## config.mk

```make
export PLATFORM = sky130hd
export DESIGN_NAME = stream_mux_2x1
export DESIGN_NICKNAME = d
export VERILOG_FILES = /design/src/rtl/stream_mux_2x1.sv
export SDC_FILE = /design/constraint.sdc
export NUM_CORES = 1
export LEC_CHECK = 0
export ABC_AREA = 1
export CORE_MARGIN = 1.5
export CORE_UTILIZATION = 39
export CTS_CLUSTER_SIZE = 12
export DETAILED_ROUTE_END_ITERATION = 10
export PLACE_DENSITY_LB_ADDON = 0.05
export SLEW_MARGIN = 0
export SYNTH_ARGS = -nofsm -noshare
export SYNTH_HDL_FRONTEND = slang
export SYNTH_SLANG_ARGS = --single-unit
```

## constraint.sdc

```tcl
create_clock -name clk -period 2.6 [get_ports clk]
set_input_delay 0.26 -clock clk [delete_from_list [all_inputs] [get_ports clk]]
set_output_delay 0.26 -clock clk [all_outputs]
set_load 0.05 [all_outputs]
```

## src/rtl/stream_mux_2x1.sv

```systemverilog
// Two-input valid/ready stream mux with packet-aware round-robin arbitration and a registered output.
// Optional per-source beat counters are enabled by defining STREAM_MUX_BEAT_CNT_EN.
module stream_mux_2x1 #(
    parameter int unsigned DW = 8
) (
    input  logic          clk,
    input  logic          rst_n,
    input  logic          in0_valid,
    output logic          in0_ready,
    input  logic [DW-1:0] in0_data,
    input  logic          in0_last,
    input  logic          in1_valid,
    output logic          in1_ready,
    input  logic [DW-1:0] in1_data,
    input  logic          in1_last,
    output logic          out_valid,
    input  logic          out_ready,
    output logic [DW-1:0] out_data,
    output logic          out_last,
    output logic          out_src,
    output logic          busy
`ifdef STREAM_MUX_BEAT_CNT_EN
    ,
    input  logic          cnt_clr,
    output logic [15:0]   cnt0,
    output logic [15:0]   cnt1
`endif
);

    typedef enum logic [1:0] {StIdle, StLock0, StLock1} state_e;

    state_e        state_q, state_d;
    logic          prio_q, prio_d;
    logic          out_valid_q, out_valid_d;
    logic [DW-1:0] out_data_q, out_data_d;
    logic          out_last_q, out_last_d;
    logic          out_src_q, out_src_d;

    logic can_load;
    logic grant;
    logic acc0, acc1, acc, acc_last;

    assign can_load = !out_valid_q || out_ready;

    always_comb begin
        grant = 1'b0;
        case (state_q)
            StIdle:  grant = (in0_valid && in1_valid) ? prio_q : in1_valid;
            StLock0: grant = 1'b0;
            StLock1: grant = 1'b1;
            default: grant = 1'b0;
        endcase
    end

    // Readies are forced low while reset is held so no beat is taken during reset.
    assign in0_ready = rst_n && can_load && !grant;
    assign in1_ready = rst_n && can_load && grant;

    assign acc0     = in0_valid && in0_ready;
    assign acc1     = in1_valid && in1_ready;
    assign acc      = acc0 || acc1;
    assign acc_last = acc1 ? in1_last : in0_last;

    always_comb begin
        state_d     = state_q;
        prio_d      = prio_q;
        out_valid_d = out_valid_q;
        out_data_d  = out_data_q;
        out_last_d  = out_last_q;
        out_src_d   = out_src_q;
        if (acc) begin
            out_valid_d = 1'b1;
            out_data_d  = acc1 ? in1_data : in0_data;
            out_last_d  = acc_last;
            out_src_d   = acc1;
            if (acc_last) begin
                state_d = StIdle;
                prio_d  = !acc1;
            end else begin
                state_d = acc1 ? StLock1 : StLock0;
            end
        end else if (out_ready) begin
            out_valid_d = 1'b0;
        end
    end

    always_ff @(posedge clk or negedge rst_n) begin
        if (!rst_n) begin
            state_q     <= StIdle;
            prio_q      <= 1'b0;
            out_valid_q <= 1'b0;
            out_data_q  <= '0;
            out_last_q  <= 1'b0;
            out_src_q   <= 1'b0;
        end else begin
            state_q     <= state_d;
            prio_q      <= prio_d;
            out_valid_q <= out_valid_d;
            out_data_q  <= out_data_d;
            out_last_q  <= out_last_d;
            out_src_q   <= out_src_d;
        end
    end

    assign out_valid = out_valid_q;
    assign out_data  = out_data_q;
    assign out_last  = out_last_q;
    assign out_src   = out_src_q;
    assign busy      = (state_q != StIdle);

`ifdef STREAM_MUX_BEAT_CNT_EN
    logic [15:0] cnt0_q, cnt0_d;
    logic [15:0] cnt1_q, cnt1_d;

    // Clear wins over increment; counts saturate rather than wrap.
    always_comb begin
        cnt0_d = cnt0_q;
        cnt1_d = cnt1_q;
        if (cnt_clr) begin
            cnt0_d = '0;
            cnt1_d = '0;
        end else begin
            if (acc0 && cnt0_q != 16'hFFFF) cnt0_d = cnt0_q + 16'd1;
            if (acc1 && cnt1_q != 16'hFFFF) cnt1_d = cnt1_q + 16'd1;
        end
    end

    always_ff @(posedge clk or negedge rst_n) begin
        if (!rst_n) begin
            cnt0_q <= '0;
            cnt1_q <= '0;
        end else begin
            cnt0_q <= cnt0_d;
            cnt1_q <= cnt1_d;
        end
    end

    assign cnt0 = cnt0_q;
    assign cnt1 = cnt1_q;
`endif

endmodule

```

After elaboration in Yosys (flattened, before gate mapping)
Cells that the tools add are included.
- register bits after elaboration: 14
- input bits: 23
- output and inout bits: 14
- eq/ne operators: 1
- multiplexer cells: 8
- reductions and logical operators: 15
- operators by type and width (operator ; number):
    8-bit 2-to-1 mux ; 1
    1-bit logical AND ; 6
    1-bit 2-to-1 mux ; 4
    2-bit 2-to-1 mux ; 2
    2-bit nonzero test ; 2
    1-bit logical NOT ; 3
    2-bit equality test (second input constant) ; 1
    2-bit logical NOT ; 1
    1-bit logical OR ; 2
    1-bit case mux with 2 select lines ; 1
    2-bit AND reduction ; 1

Longest topological paths before layout
- depth in word-level cells: 8
- gate-level depth with buffers: 11
- gate-level depth less buffers: 10

Worst setup path after synthesis
Ideal clock, no wire load.
- path kind: register -> register
- from: register out_valid_q, in the netlist out_valid
- to: register out_data_q[7], in the netlist out_data[7]
- arrival time: 1.961 ns
- setup slack: 0.566 ns
- cell stages (with the launch flop): 6
- cell sequence: dfrtp_1 -> a21boi_4 -> inv_2 -> a21oi_1 -> nand3_1 -> nand3_1
- longest elaborated chain between the ends: 6
- RTL lines (item ; line ; RTL):
    start, declared ; 34 ; logic out_valid_q, out_valid_d;
    start signal, assigned ; 98 ; out_valid_q <= out_valid_d;
    1-bit logical NOT (*) ; 43 ; assign can_load = !out_valid_q || out_ready;
    1-bit logical OR (*) ; 43 ;
    1-bit logical AND (*) (2 in a row) ; 57 ; assign in1_ready = rst_n && can_load && grant;
    via in1_ready ; 13 ; output logic in1_ready,
    1-bit logical AND (*) ; 60 ; assign acc1 = in1_valid && in1_ready;
    8-bit 2-to-1 mux / 1-bit logical OR (equally long branches) ; 73, 61 ;
    end signal, assigned ; 99 ; out_data_q <= out_data_d;
    end, declared ; 35 ; logic [DW-1:0] out_data_q, out_data_d;
Mark *: on every way through the listed nets, which the timed path passes. The rest lies on a longest branch.
A chain may end at the register's enable or synchronous reset.

Worst setup path in the final report
- from: register state_q[1]
- to: output port busy
- longest elaborated chain between the ends: 1
- RTL lines (item ; line ; RTL):
    start, declared ; 32 ; state_e state_q, state_d;
    start signal, assigned ; 89 ; state_q <= StIdle;
    start signal, assigned ; 96 ; state_q <= state_d;
    2-bit nonzero test ; 109 ; assign busy = (state_q != StIdle);
    end, declared ; 21 ; output logic busy
Every way passes these cells.

==> summary.md <==
TritonCTS built the clock tree. STA classifies the critical path endpoint as an output pin. The total wire length is 1.70 mm.

Once routing completed, OpenROAD measured the worst setup slack at 0.752 ns. The largest individual stage delay along the critical path comes from the cell sky130_fd_sc_hd__clkdlybuf4s50_1. The power per cell area was 1220 mW/mm². The run gives 0 as the hold violation total from the final report. Setup total negative slack on the finished layout was measured at 0 ns. The floorplan step set the die height to 47.3 µm.

For this run, the detailed router's first-pass iteration total came to 4. Setup slack of the worst register-to-register path: 1.03 ns. The cell row count is 15. The final HPWL from detailed placement is 1.36 mm. The number of H-tree branching levels is 1, and the number of instances resized during post-cts repair is 0.

The run gives 99 as the gate count after technology mapping. The logs give 163 for the post-route non-filler standard cell count and 8 for the number of violations reported at the end of detailed-routing iteration 0. The logs give 159 for the fill cell instance count of the final layout and 2.76 mm for the global-route wire length before repair. After layout, the worst path uses 71.1% of the clock period. The shortest period the worst path allows came out at 1.85 ns.

The initial antenna violation count came out at 0. The cell area that synthesis handed to floorplanning was 766 µm². The final design area excluding fillers was 0.00121 mm²; the number of nets in the layout was 162.

The path type of the worst min-delay path is in -> async. By area the synthesized netlist is led by sky130_fd_sc_hd__dfrtp_1 (46%), sky130_fd_sc_hd__nand2_1 (17%), sky130_fd_sc_hd__nand3_1 (7.8%), sky130_fd_sc_hd__or2_0 (5.7%), sky130_fd_sc_hd__inv_1 (5.4%). For this run the aggregate overflow at the end of global routing stands at 0. Startpoint type of the worst setup path: a flip-flop. For the met2 wire length, the log shows 804 µm. In this run, synthesis inferred 0 flip-flops with an integrated enable. The worst setup path category is reg -> out.

Routed signal wires occupy layers up through met4. The final standard cell utilization of the core was 67.7%; the total of flip-flops plus latches after synthesis was 14. The via count of the first global-routing pass was 652; the transition time of the tightest slew-check pin was 0.508 ns. Clock skew on the completed layout was measured at 0.00473 ns. By count the netlist is led by sky130_fd_sc_hd__nand2_1 (35), sky130_fd_sc_hd__dfrtp_1 (14), sky130_fd_sc_hd__nand3_1 (12), sky130_fd_sc_hd__inv_1 (11), sky130_fd_sc_hd__or2_0 (7). For this design, the sink count on the clock tree is 14. Sequential elements use 45.8% of the synthesized area. The final count of negative-setup-slack endpoints was 0. The number of antenna cells inserted is 0. The met1 routed wirelength after detailed routing is 780 µm.

Clock-pin slew was measured on the worst setup and hold paths at 0.09 ns. The critical path goes through nor2_1 -> inv_1 -> clkdlybuf4s50_1. The most common cell in the netlist was sky130_fd_sc_hd__nand2_1.

Counting distinct cell types in the post-synthesis netlist gives 17. The proportion of netlist area held by the largest area contributor is 45.8%, and the total global-route track usage is 18.2%. Counting along the longest clock path gives a buffer depth of 2. Max-cap violations in this run came to 0. The multi-input combinational cells in the finished layout cover a total of 342 µm². The die covers 0.00224 mm². The instance count after placement with tap cells included is 159, and the final weighted congestion of routability-driven global placement is 0.728. For the area of the placeable core, the log shows 0.00178 mm². The DRC violations left came out at 0. Entering global routing, the biggest net connects 15 pins. For this run, the top clock speed supported by timing is 0.541 GHz.

The worst path required time was 2.34 ns. The critical path arrival was 1.59 ns. The biggest area contributor in the post-synthesis netlist is sky130_fd_sc_hd__dfrtp_1.

Yosys printed 0 warnings. The count of buffers added on input and output ports is 36. In the routed layout, each cell is associated on average with a via count of 4.43.

At the placement stage, the worst setup path has a slack of 0.657 ns. The number of hold buffers added after CTS came out at 0. The number of top-level pins is 37. Async set or reset register ratio after synthesis: 100%. The most frequently used flop master after synthesis was sky130_fd_sc_hd__dfrtp_1. Buffers inserted during clock tree synthesis total 3. Setup repair after global routing left no endpoint under its margin.

The die is 47.3 µm wide. The instance area at placement was 0.00117 mm². For this design the static power due to leakage is 0.606 nW. The number of setup buffers added after CTS is 0.

The maximum fanout along the worst path is 3, and the average cell area after synthesis is 7.73 µm². The net count after synthesis was 122. Across the VDD grid, the largest voltage drop is 817 µV. The tools report the later-pin clock latency in the skew report as 0.28 ns. The largest single stage delay on the critical path is 0.80 ns. The cell sitting at the root of the clock tree is a sky130_fd_sc_hd__clkbuf_4.

Mean routed wirelength per cell: 10.4 µm. The total area of sequential cells was 350 µm². Once detail routing completed, the nets flagged for antenna violations numbered 0.

Measured against its own limit, the worst slew margin works out to 66.0%. Detailed routing placed a total of 80 µm of wire on met3. For this configuration, the core starts out at a cell density of 42.9%. Relative to the synthesized area, the layout overhead comes to 57.7%. Of the cells placed in the final design, the portion with a size suffix greater than 1 is 13.8%. For the final count of pins violating max slew, the log shows 0. The flow ran to the end, and the final reports show no timing, DRC or antenna violations. The run gives 722 as the total via count after detailed routing.
[layout make-up]
type                            instances  share of cell area [%]
Clock buffer                            4                    3.01
Tap cell                               25                    2.59
Sequential cell                        14                    29.0
Inverter                               14                    4.35
Timing Repair Buffer                   38                    32.7
Multi-Input combinational cell         68                    28.3
[routing by layer]
metal / global-route usage [%] / vias up
met2: 26.2 / 20
li1: - / 383
met5: 0 / -
met4: 10.0 / 0
met3: 4.62 / 4
met1: 24.8 / 315
[worst max-delay path, delay by kind of cell (launching register included)]
| family | cells | cell delay (ns) |
|---|---|---|
| simple gates | 1 | 0.06 |
| flops | 1 | 0.39 |
| buf+inv | 2 | 0.85 |
[path summary, 6_finish.rpt]
kind / from / end / cells after the start
max in group asynchronous: rst_n / out_data[3] / 2
setup / recovery: state_q[1] / busy / 3
hold reg to reg: out_src / out_src / 2
min in group clk: out_src / out_src / 2
hold / removal: rst_n / out_last / 2
setup reg to reg: out_valid / out_data[1] / 6
[metrics by stage]
| step | power [W] | hold WS, ns |
|---|---|---|
| final | 0.00147 | 0.321 |
| after global routing | 0.00156 | 0.329 |
| after CTS | 0.00148 | 0.330 |
| after detailed placement | 0.00132 | 0.464 |
| after global placement | 0.00131 | 0.456 |
| after floorplan | 0.000999 | -0.0356 |
[power breakdown]
| group | switching [W] | internal, W |
|---|---|---|
| Clock | 0.0000744 | 0.0000852 |
| Sequential | 0.0000646 | 0.000322 |
| Combinational | 0.000601 | 0.000322 |
| Total | 0.000740 | 0.000729 |
[cell families after synthesis]
kind of cell	synth area share, %
flip-flops	45.8
buffers and inverters	9.64
AO/OA/AOI/OAI	4.57
AND/OR/NAND/NOR	40.0
[flip-flops by register name, summed over array words and instances (netlist names)]
signal and count:
prio_q 1, out_data 8, state_q 2, out_src 1
out_last 1, out_valid 1
[placed cells by master, fill, tap and decap left out, drive strengths merged]
cell           count
a21oi              1
clkbuf             4
a21boi             1
nand2             40
or2                7
dfrtp             14
nand4              3
inv               14
nor2               2
buf                4
clkdlybuf4s50     34
o22ai              1
o21ai              1
nand3             12
No activity file was read; power rests on OpenSTA's default activity.
